--- src/rtl/wsc_sequencer.sv ---
// ---------------------------------------------------------------------------
// wsc_sequencer
//
// Drives the wrapper serial control (WSC) strobes of a wrapper around a core
// from a simple command/response interface. Each command is either a
// WIR load (cmd_op=0, fixed INSTR_WIDTH bits) or a data-register scan
// (cmd_op=1, cmd_len bits clamped to DATA_WIDTH). The sequencer walks
// IDLE -> CAPTURE -> SHIFT -> UPDATE -> DONE, shifting cmd_data out on wsi
// (bit 0 first) while collecting wso into rsp_data (bit k from shift cycle k).
// An abort in CAPTURE or SHIFT ends the operation in DONE with no update
// pulse and rsp_aborted set.
//
// Ports
//   WRCK         in   wrapper clock, all state changes on its rising edge
//   WRSTN        in   asynchronous active-low reset
//   cmd_valid    in   command offered
//   cmd_ready    out  high only in IDLE
//   cmd_op       in   0 = load WIR, 1 = scan data register
//   cmd_len      in   data-scan bit count (ignored for WIR loads)
//   cmd_data     in   bits to shift in, bit 0 first
//   abort        in   synchronous abort request (CAPTURE/SHIFT only)
//   SelectWIR    out  WSC select, high for WIR operations while scanning
//   CaptureWR    out  WSC capture strobe
//   ShiftWR      out  WSC shift enable
//   UpdateWR     out  WSC update strobe
//   wsi          out  serial data to wrapper, 0 unless shifting
//   wso          in   serial data from wrapper
//   rsp_valid    out  response available (DONE)
//   rsp_ready    in   response consumed, honoured only in DONE
//   rsp_data     out  bits shifted out of the wrapper
//   rsp_aborted  out  operation was aborted
// ---------------------------------------------------------------------------
module wsc_sequencer #(
    parameter int unsigned INSTR_WIDTH = 3,
    parameter int unsigned DATA_WIDTH  = 20,
    parameter int unsigned LEN_W       = 5
) (
    input  logic                  WRCK,
    input  logic                  WRSTN,
    input  logic                  cmd_valid,
    output logic                  cmd_ready,
    input  logic                  cmd_op,
    input  logic [LEN_W-1:0]      cmd_len,
    input  logic [DATA_WIDTH-1:0] cmd_data,
    input  logic                  abort,
    output logic                  SelectWIR,
    output logic                  CaptureWR,
    output logic                  ShiftWR,
    output logic                  UpdateWR,
    output logic                  wsi,
    input  logic                  wso,
    output logic                  rsp_valid,
    input  logic                  rsp_ready,
    output logic [DATA_WIDTH-1:0] rsp_data,
    output logic                  rsp_aborted
);

    // Counter holds 0..DATA_WIDTH; index slice addresses 0..DATA_WIDTH-1.
    localparam int unsigned CNT_W = $clog2(DATA_WIDTH + 1);
    localparam int unsigned IDX_W = (DATA_WIDTH > 1) ? $clog2(DATA_WIDTH) : 1;

    typedef enum logic [2:0] {
        IDLE,
        CAPTURE,
        SHIFT,
        UPDATE,
        DONE
    } state_e;

    // Control state
    state_e                state_q,   state_d;
    logic                  op_q,      op_d;
    logic [CNT_W-1:0]      len_q,     len_d;
    logic [CNT_W-1:0]      cnt_q,     cnt_d;
    logic [DATA_WIDTH-1:0] data_q,    data_d;
    logic [DATA_WIDTH-1:0] rsp_q,     rsp_d;
    logic                  aborted_q, aborted_d;

    // Registered outputs
    logic                  ready_q,   ready_d;
    logic                  sel_q,     sel_d;
    logic                  cap_q,     cap_d;
    logic                  shift_q,   shift_d;
    logic                  upd_q,     upd_d;
    logic                  wsi_q,     wsi_d;
    logic                  valid_q,   valid_d;

    logic [CNT_W-1:0]      eff_len;
    logic                  in_scan;

    // Effective length latched on accept: WIR loads use the fixed WIR
    // length, data scans clamp the requested length to the longest chain.
    always_comb begin
        if (!cmd_op) begin
            eff_len = CNT_W'(INSTR_WIDTH);
        end else if (32'(cmd_len) > DATA_WIDTH) begin
            eff_len = CNT_W'(DATA_WIDTH);
        end else begin
            eff_len = CNT_W'(cmd_len);
        end
    end

    // Next-state and datapath
    always_comb begin
        state_d   = state_q;
        op_d      = op_q;
        len_d     = len_q;
        cnt_d     = cnt_q;
        data_d    = data_q;
        rsp_d     = rsp_q;
        aborted_d = aborted_q;

        unique case (state_q)
            IDLE: begin
                if (cmd_valid) begin
                    state_d   = CAPTURE;
                    op_d      = cmd_op;
                    len_d     = eff_len;
                    data_d    = cmd_data;
                    cnt_d     = '0;
                    rsp_d     = '0;
                    aborted_d = 1'b0;
                end
            end
            CAPTURE: begin
                if (abort) begin
                    state_d   = DONE;
                    aborted_d = 1'b1;
                end else if (len_q == '0) begin
                    state_d = UPDATE;
                end else begin
                    state_d = SHIFT;
                end
            end
            SHIFT: begin
                // An abort edge does not sample wso: only completed shift
                // cycles contribute to the response.
                if (abort) begin
                    state_d   = DONE;
                    aborted_d = 1'b1;
                end else begin
                    rsp_d[cnt_q[IDX_W-1:0]] = wso;
                    cnt_d = cnt_q + CNT_W'(1);
                    if (cnt_d == len_q) begin
                        state_d = UPDATE;
                    end
                end
            end
            UPDATE: begin
                state_d = DONE;
            end
            DONE: begin
                if (rsp_ready) begin
                    state_d = IDLE;
                end
            end
            default: begin
                state_d = IDLE;
            end
        endcase
    end

    // Outputs are decoded from the next state so that the registered
    // strobes line up with the state they belong to.
    always_comb begin
        in_scan   = (state_d == CAPTURE) || (state_d == SHIFT) || (state_d == UPDATE);
        ready_d   = (state_d == IDLE);
        sel_d     = in_scan && !op_d;
        cap_d     = (state_d == CAPTURE);
        shift_d   = (state_d == SHIFT);
        upd_d     = (state_d == UPDATE);
        valid_d   = (state_d == DONE);
        // cnt_d is the index of the upcoming shift cycle.
        wsi_d     = 1'b0;
        if (state_d == SHIFT) begin
            wsi_d = data_q[cnt_d[IDX_W-1:0]];
        end
    end

    always_ff @(posedge WRCK or negedge WRSTN) begin
        if (!WRSTN) begin
            state_q   <= IDLE;
            op_q      <= 1'b0;
            len_q     <= '0;
            cnt_q     <= '0;
            data_q    <= '0;
            rsp_q     <= '0;
            aborted_q <= 1'b0;
            ready_q   <= 1'b1;
            sel_q     <= 1'b0;
            cap_q     <= 1'b0;
            shift_q   <= 1'b0;
            upd_q     <= 1'b0;
            wsi_q     <= 1'b0;
            valid_q   <= 1'b0;
        end else begin
            state_q   <= state_d;
            op_q      <= op_d;
            len_q     <= len_d;
            cnt_q     <= cnt_d;
            data_q    <= data_d;
            rsp_q     <= rsp_d;
            aborted_q <= aborted_d;
            ready_q   <= ready_d;
            sel_q     <= sel_d;
            cap_q     <= cap_d;
            shift_q   <= shift_d;
            upd_q     <= upd_d;
            wsi_q     <= wsi_d;
            valid_q   <= valid_d;
        end
    end

    assign cmd_ready   = ready_q;
    assign SelectWIR   = sel_q;
    assign CaptureWR   = cap_q;
    assign ShiftWR     = shift_q;
    assign UpdateWR    = upd_q;
    assign wsi         = wsi_q;
    assign rsp_valid   = valid_q;
    assign rsp_data    = rsp_q;
    assign rsp_aborted = aborted_q;

endmodule

--- config.mk ---
export PLATFORM = sky130hd
export DESIGN_NAME = wsc_sequencer
export DESIGN_NICKNAME = d
export VERILOG_FILES = /design/src/rtl/wsc_sequencer.sv
export SDC_FILE = /design/constraint.sdc
export NUM_CORES = 1
export LEC_CHECK = 0
export ABC_AREA = 1
export CORE_MARGIN = 2
export CORE_UTILIZATION = 50
export CTS_CLUSTER_DIAMETER = 30
export CTS_CLUSTER_SIZE = 16
export DETAILED_ROUTE_END_ITERATION = 7
export PLACE_DENSITY = 0.77
export SLEW_MARGIN = 20
export SYNTH_ARGS = -nofsm -noshare
export SYNTH_HDL_FRONTEND = slang
export SYNTH_SLANG_ARGS = --single-unit
--- constraint.sdc ---
create_clock -name WRCK -period 4.65 [get_ports WRCK]
set_clock_uncertainty 0.15 [all_clocks]
set_input_delay 0.6975 -clock WRCK [delete_from_list [all_inputs] [get_ports WRCK]]
set_output_delay 0.6975 -clock WRCK [all_outputs]
set_load 0.01 [all_outputs]
==> After elaboration in Yosys (flattened, before gate mapping) <==
Index checks and enable logic that the tools add are counted.
{ "op_classes": {"shift": 0, "n_lt_le_gt_ge": 4, "eq_ne": 12, "n_div": 0, "bitwise_logic": 0, "reduce_logical": 14, "n_addsub": 1, "multipliers": 0, "mux": 26} }
{ "op_table": {"columns": ["op", "count"], "rows": [
  ["20-bit two-way mux", 2],
  ["20-bit one-hot mux with 2 select lines", 1],
  ["20-bit bitwise mux", 1],
  ["5-bit two-way mux", 4],
  ["3-bit two-way mux", 5],
  ["3-bit one-hot mux with 5 select lines", 1],
  ["3-bit by 2-bit equality test with 1-bit output (second input constant)", 4],
  ["5-bit by 6-bit < comparator with 1-bit output (second input constant)", 2],
  ["5-bit one-hot mux with 2 select lines", 1],
  ["1-bit two-way mux", 8],
  ["3-bit by 1-bit equality test with 1-bit output (second input constant)", 2],
  ["3-bit equality test (second input constant)", 2],
  ["3-bit logical NOT", 2],
  ["3-bit AND reduction", 2],
  ["5-bit by 1-bit adder with 5-bit output (second input constant)", 1],
  ["1-bit binary-select mux with 5-bit select", 1],
  ["1-bit demux with 5-bit select", 1],
  ["5-bit equality test", 1],
  ["5-bit by 1-bit greater-or-equal comparator with 1-bit output (second input constant)", 1],
  ["5-bit > comparator (second input constant)", 1],
  ["5-bit logical NOT", 1],
  ["2-bit inequality test (second input constant)", 2],
  ["2-bit nonzero test", 2],
  ["1-bit logical AND", 2],
  ["6 further kinds", 7]
]} }
{ "word_totals": {"ff_bits": 62, "n_memories": 0, "ramBits": 0, "wordCells": 71, "mem_bits_ro": 0, "output_inout_bits": 28, "input_bits": 32, "latch_bits": 0} }

==> Longest topological paths before layout <==
Gate-level depths: netlist of run 1.
{ "logic_depth": {"depth_word": 9, "mapped_depth": 14, "ltp_nobuf": 14} }

==> Worst setup path after synthesis of run 1 <==
Ideal clock, no wire load.
{ "synth_path": {"path_type": "reg2reg", "from": "register cnt_q[0]", "to": "register wsi_q (netlist: wsi)", "slack_ps": 2695, "path_stages_with_launch": 11, "setup_ps": 73, "t_arrival_ps": 1732, "path_cell_list": "dfrtp_1 inv_1 ha_1 or2_2 nand4_1 nor3_1 nand4_1 nand2_1 nor2_1 nand2_1 a21oi_2"} }
{ "synth_between": {"elab_chain_len": 7} }
{ "synth_rtl": {"columns": ["item", "line", "text"], "rows": [
  ["start, declared", "74", "logic [CNT_W-1:0] cnt_q, cnt_d;"],
  ["start signal, assigned", "200", "cnt_q <= cnt_d;"],
  ["5-bit by 1-bit adder with 5-bit output", "143", "cnt_d = cnt_q + CNT_W'(1);"],
  ["5-bit equality test", "144", "if (cnt_d == len_q) begin"],
  ["3-bit two-way mux", "144", null],
  ["3-bit two-way mux", "138", "if (abort) begin"],
  ["3-bit one-hot mux with 5 select lines", "113", "unique case (state_q)"],
  ["net state_d[0]", "71", "state_e state_q, state_d;"],
  ["3-bit by 2-bit equality test with 1-bit output", null, null],
  ["net shift_d", "83", "logic shift_q, shift_d;"],
  ["1-bit two-way mux", "175", "if (state_d == SHIFT) begin"],
  ["net wsi_d", "85", "logic wsi_q, wsi_d;"],
  ["end signal, assigned", "209", "wsi_q <= wsi_d;"],
  ["end, declared", "85", null]
]} }
The timed path passes the listed nets, and every way through them passes these cells. The select of a mux whose other input is x is not followed.
A chain may end at the register's enable or synchronous reset.

==> Worst setup path after layout of run 1 <==
{ "layout_path": {"from": "input cmd_valid", "to": "register wsi_q (netlist: wsi)"} }
{ "layout_between": {"elab_chain_len": 5} }
{ "layout_rtl": {"columns": ["item", "line", "text"], "rows": [
  ["start, declared", "40", "input logic cmd_valid,"],
  ["5-bit two-way mux", "115", "if (cmd_valid) begin"],
  ["5-bit one-hot mux with 2 select lines", "113", null],
  ["net cnt_d[3]", "74", null],
  ["1-bit binary-select mux with 5-bit select", "176", "wsi_d = data_q[cnt_d[IDX_W-1:0]];"],
  ["1-bit two-way mux (implied by the code)", "176", null],
  ["1-bit two-way mux", "175", null],
  ["net wsi_d", "85", null]
]} }
The timed path passes the listed nets, and every way through them passes these cells. The select of a mux whose other input is x is not followed.

==> results of run 1 <==
-- through the flow --
step / cells / cell area (um2) / worst slack (ns) / util (%)
after floorplan: 389 / 3150 / 2.70 / -
after global placement: 512 / 3780 / 1.68 / 63.1
after detailed placement: 512 / 3780 / 1.57 / 63.1
after CTS: 528 / 4000 / 1.93 / 66.8
after global routing: 528 / 4000 / 1.67 / 66.8
final: 528 / 4000 / 1.94 / 66.8
-- report_power, final --
part           leakage (nW)  internal [mW]  switching (mW)
clock network         0.116          0.315           0.210
registers             0.810          0.693          0.0916
logic                 0.945          0.301           0.541
-- Yosys cell counts (all sizes together) --
master	number	share of area, %
ha	4	1.6
o211ai	2	0.48
a21oi	8	1.4
nand2	129	16
o22ai	3	0.60
clkbuf	8	0.95
a211o	2	0.56
nand4	3	0.60
nor2	17	2.3
or2	1	0.20
buf	4	0.80
dfstp	1	0.84
o31ai	20	4.8
nor3	7	1.5
inv	42	5.0
clkinv	3	0.36
dfrtp	61	49
xor2	3	0.84
o21bai	1	0.24
nor4	2	0.40
o21a	1	0.24
o21ai	34	5.6
nand3	33	5.8
-- worst register-to-register path: stages (launching register included) --
cell and delay (ns):
dfrtp_1 0.49, nor3_4 0.60, nand2_2 0.21, nand2_2 0.42, o21ai_1 0.22, nor2_1 0.17
nand3_1 0.10, nand2_1 0.08, nand2_1 0.06, a21oi_2 0.10
-- metal layers --
layer  vias to the layer above  part of all wire (%)  GRT usage, %
li1                       1395                     -             -
met1                      1337                    46          26.7
met2                        73                    48          35.8
met3                        12                   4.4          4.37
met4                         0                   2.0          9.54
met5                         -                     0             0
-- kinds of logic (layout without fill, tap and decap cells) --
group,after synthesis,in the layout
simple gates,192,192
xor+xnor,3,3
buf+inv,57,121
compound gates,71,71
fa+ha+maj,4,4
flops,62,62
-- placed cells by master (no fill, tap or decap), drive strengths merged, types with 4 or more instances in the layout --
cell | synthesis | routed
a21oi | 8 | 8
clkbuf | 8 | 10
clkdlybuf4s50 | 0 | 58
clkinv | 3 | 6
dfrtp | 61 | 61
ha | 4 | 4
inv | 42 | 43
nand2 | 129 | 129
nand3 | 33 | 33
nor2 | 17 | 17
nor3 | 7 | 7
o21ai | 34 | 34
o31ai | 20 | 20
-- worst max-delay path by stage --
| stage | from | endpoint | slack, ns | cells after the start |
|---|---|---|---|---|
| floorplan | cnt_q[0] | wsi | 2.70 | 10 |
| global placement | cmd_valid | wsi | 1.68 | 10 |
| detailed placement | cmd_valid | wsi | 1.57 | 10 |
| CTS | cmd_valid | wsi | 1.93 | 10 |
| global route | cmd_valid | wsi | 1.67 | 9 |
| finish | cmd_valid | wsi | 1.94 | 9 |
-- state kept, by name, indices dropped and copies added (netlist names) --
signal and flops:
rsp_data 20, wsi 1, cmd_ready 1, cnt_q 5
UpdateWR 1, state_q 3, op_q 1, SelectWIR 1
rsp_valid 1, ShiftWR 1, rsp_aborted 1, len_q 5
CaptureWR 1, data_q 20
-- cell type report --
type	instances	area, um2	area share (%)
clock buffers	10	138	3.44
flip-flops and latches	62	1550	38.8
clock inverters	6	83.8	2.10
repair buffers	60	593	14.8
multi-input cells	270	1370	34.2
well taps	75	93.8	2.35
inverters	45	169	4.22
==> impl_metrics.csv, run 1 <==
group,metric,value,unit
floorplan,initial_core_util,52.5,%
layout,drive_gt1_share,8.39,%
global_route,grt_max_degree,63,
critical_path,r2r-start,"state_q[0]",
sta,period_minus_slack,2.71,ns
sta,finalSetupTns,0,ns
cts,cts_tree,"done",
job,maxCapViolations,0,
cts,cts_made_buffers,9,
drt,vias,2817,
global_route,overflow,0,
sta,final_max_slew_viol_count,0,
cts,clock_sinks,62,
logic_synthesis,synthAdderAreaFrac,1.59,%
sta,final_hold_viol_count,0,
drt,routed_via_density,5.34,
placed_design,io_buffers,59,
global_route,grt_pass1_wl,12100,um
global_route,grt_usage,21.4,%
power,finalPower,2.15,mW
critical_path,crit_arrival,2.84,ns
logic_synthesis,ys_seq_area_share,49.4,%
power,p_leak,1.87,nW
critical_path,slowest_delay,0.54,ns
sta,grt_setup_unrepaired,"no",
critical_path,cp_cell_sequence,"clkdlybuf4s50_1 -> nand3_2 -> nand2_2 -> o21ai_1 -> nor2_1 -> nand3_1 -> nand2_1 -> nand2_1 -> a21oi_2",
cts,root_buffer,"clkbuf_8",
floorplan,die_area,6940,um2
critical_path,worst_r2r_path_depth,9,
logic_synthesis,synth_top_family_by_area,"simple AND/OR/NAND/NOR gates",
placed_design,gp_congestion,0.889,
logic_synthesis,synthXorXnorAreaFrac,0.835,%
critical_path,cp_max_fo,24,
drt,drt-total-wl,7020,um
worst_hold_path,hp-start,"op_q",
drt,ant_nets,0,
layout,area_growth,27.1,%
sta,worstMarginPinSlew,0.772,ns
layout,n_fill_cell,524,
logic_synthesis,ys_ff_latch,62,
sta,max_freq,0.369,GHz
logic_synthesis,netlist_area,3150,um2
drt,first_iter_violations,129,
outcome,status,"complete, no violations",
power,p_per_area,538,nW/um2
worst_hold_path,worstHoldPathType,"reg -> reg",
drt,drt-wirelength-per-cell,13.3,um
sta,setup_viol,0,
worst_hold_path,hold_path_end,"op_q",
layout,n_antenna_cell,0,
cts,post_cts_buffers,0,
power,max-vdd-ir-drop,0.361,mV
cts,h-tree-depth,3,
logic_synthesis,yosysUniqueCellTypes,36,
placed_design,dp_hpwl,4930,um
layout,nNetsFinal,484,
worst_hold_path,hold_depth,2,
logic_synthesis,synth_cells,389,
global_route,grt_pass1_vias,2769,
logic_synthesis,synth-simple-area-share,27.2,%
critical_path,critical_path_class,"in -> reg",
logic_synthesis,postSynthAreaPerCell,8.09,um2
logic_synthesis,ys_warn_count,0,
critical_path,r2r_end,"wsi",
critical_path,crit_buf_inv,1,
sta,min_period_over_period,58.3,%
drt,dr.pass1.iters,4,
logic_synthesis,synth.area.mux_share,0,%
floorplan,io_pins,60,
logic_synthesis,synthesis.nets,425,
critical_path,end_kind,"flop",
critical_path,start_kind,"input port",
floorplan,rows,28,
cts,clk_pin_slew,0.07,ns
cts,clk_latency,0.34,ns
critical_path,worstPathRequired,4.78,ns
critical_path,crit_top_cell,"nand2_1",
critical_path,cp_slowest_cell,"nand2_2",
cts,cts_resized,0,
drt,drc,0,
cts,cts_hold_buffers,0,
floorplan,die_x,83.3,um
critical_path,r2r_setup_slack,2.00,ns
sta,maxSlewHeadroom,48.4,%
floorplan,fp.dieH,83.3,um
floorplan,coreArea,5990,um2
cts,cts_buffer_depth,2,
critical_path,cp_top_family,"simple AND/OR/NAND/NOR gates",
global_route,antenna_found_initial,0,
sta,hold_ws,0.326,ns
logic_synthesis,synth-compound-area-share,13.9,%
No activity file was read; power rests on OpenSTA's default activity.
==> inputs of run 2 (changes only) <==
==> constraint.sdc (replaced) <==
create_clock -name WRCK -period 2.65 [get_ports WRCK]
set_clock_uncertainty 0.15 [all_clocks]
set_input_delay 0.3975 -clock WRCK [delete_from_list [all_inputs] [get_ports WRCK]]
set_output_delay 0.3975 -clock WRCK [all_outputs]
set_load 0.01 [all_outputs]
==> run 2 against run 1 <==
Net effect: sequential cell count is the same; critical path depth grew 5; first-iteration DRC count shrank 6.2%; global-route usage shrank 0.94 points; via count shrank 1.1%; core utilization grew 0.58 points; design area grew 0.88%; sequential power grew 75%; non-clock buffer count grew 7; clock power grew 61%; largest power group unchanged; highest routed layer unchanged.
==> impl_metrics.csv, run 2 (synthesis results as in run 1) <==
group,metric,value,unit
power,p_leak,1.89,nW
cts,cts_buffer_depth,2,
drt,ant_nets,0,
cts,root_buffer,"clkbuf_8",
placed_design,gp_congestion,0.929,
sta,finalSetupTns,0,ns
global_route,grt_pass1_vias,2594,
floorplan,die_x,83.3,um
sta,min_period_over_period,84.8,%
critical_path,worstPathRequired,2.76,ns
sta,maxSlewHeadroom,70.5,%
sta,setup_viol,0,
drt,drt-total-wl,6890,um
drt,dr.pass1.iters,4,
floorplan,rows,28,
layout,n_fill_cell,500,
drt,drc,0,
global_route,grt_usage,20.4,%
cts,h-tree-depth,3,
sta,worstMarginPinSlew,0.442,ns
placed_design,io_buffers,59,
layout,nNetsFinal,491,
job,maxCapViolations,0,
outcome,status,"complete, no violations",
placed_design,dp_cells,518,
cts,cts_tree,"done",
power,p_per_area,922,nW/um2
layout,final_cells,535,
layout,area_growth,28.2,%
layout,final_core_utilization,67.3,%
cts,clock_sinks,62,
global_route,antenna_found_initial,0,
floorplan,io_pins,60,
critical_path,end_kind,"flop",
power,max-vdd-ir-drop,0.537,mV
floorplan,fp.dieH,83.3,um
cts,clk_latency,0.33,ns
global_route,grt_max_degree,36,
cts,cts_made_buffers,9,
global_route,grt_pass1_wl,11700,um
drt,routed_via_density,5.21,
layout,drive_gt1_share,9.13,%
critical_path,cp_max_fo,6,
critical_path,critical_path_class,"reg -> reg",
layout,n_antenna_cell,0,
sta,final_max_slew_viol_count,0,
worst_hold_path,worstHoldPathType,"reg -> reg",
drt,drt-wirelength-per-cell,12.9,um
sta,max_freq,0.445,GHz
floorplan,coreArea,5990,um2
sta,grt_setup_unrepaired,"no",
drt,first_iter_violations,121,
layout,mostFrequentLayoutCell,"nand2_1",
cts,clk_pin_slew,0.07,ns
global_route,overflow,0,
critical_path,start_kind,"flop",
placed_design,dp_hpwl,5010,um
sta,period_minus_slack,2.25,ns
drt,vias,2785,
layout,final_cell_mix,"nand2_1, dfrtp_1, clkdlybuf4s50_1",
critical_path,crit_arrival,2.36,ns
sta,final_hold_viol_count,0,
floorplan,die_area,6940,um2
floorplan,initial_core_util,52.5,%
[run 2: changes by cell type in the layout (fill, tap and decap cells not counted)]
cell,previous run,this run
clkbuf_8,10,11
buf_4,1,7
dlygate4sd3_1,0,1
clkbuf_1,0,2
inv_6,1,0
clkinvlp_4,0,1
bufinv_16,2,1
clkinv_2,3,1
[run 2: final timing paths]
check | from | endpoint | slack [ns] | cells after the start
min in group asynchronous | WRSTN | rsp_data[19] | 0.45 | 3
min reg2reg | op_q | op_q | 0.32 | 2
max | cnt_q[0] | wsi | 0.40 | 14
max reg2reg | cnt_q[0] | wsi | 0.40 | 14
min | op_q | op_q | 0.32 | 2
max in group asynchronous | WRSTN | data_q[9] | 1.54 | 3
[run 2: area by class of cell]
class	count	area [um2]	area share, %
Inverter	45	169	4.19
Timing Repair Buffer	67	648	16.1
Tap cell	75	93.8	2.33
Sequential cell	62	1550	38.5
Clock buffer	13	159	3.94
Multi-Input combinational cell	270	1370	33.9
Clock inverter	3	42.5	1.05
[run 2: worst max-delay path, stage by stage (launching register included)]
cell	delay, ns
dfrtp_1	0.48
inv_1	0.19
ha_1	0.37
nor2_1	0.05
a21oi_1	0.14
nand2_1	0.07
nand3_1	0.07
nand2_1	0.16
nand3_1	0.14
nand2_1	0.06
nand2_1	0.05
nand2_1	0.04
inv_1	0.04
nand2_1	0.05
a21oi_2	0.11
[run 2: through the flow]
step | worst slack, ns | cell area [um2] | power [mW] | hold slack [ns]
final | 0.402 | 4030 | 3.72 | 0.320
after global routing | 0.209 | 4030 | 4.01 | 0.344
after CTS | 0.411 | 4030 | 3.74 | 0.322
after detailed placement | 0.314 | 3820 | 2.89 | 0.279
after global placement | 0.356 | 3820 | 2.85 | 0.273
after floorplan | 0.695 | 3150 | 2.45 | -0.0481
[run 2: timing repair]
action / 4_1_cts / 5_1_grt
endpoints found under the hold margin: 61 / 0
hold buffers: 1 / 0
gates resized for setup: 0 / 0
buffers inserted: 0 / 0
[run 2: where the power goes]
| group | switching (mW) | internal, mW |
|---|---|---|
| Clock | 0.359 | 0.485 |
| Combinational | 0.943 | 0.559 |
| Sequential | 0.157 | 1.22 |
| Total | 1.46 | 2.26 |
[run 2: layer usage]
layer  share of wire, %  vias up  GRT usage [%]
met5                  0        -              0
met4               0.91        0           6.56
met3                4.5        7           5.57
met2                 47       66           33.3
met1                 47     1302           26.6
li1                   -     1410              -
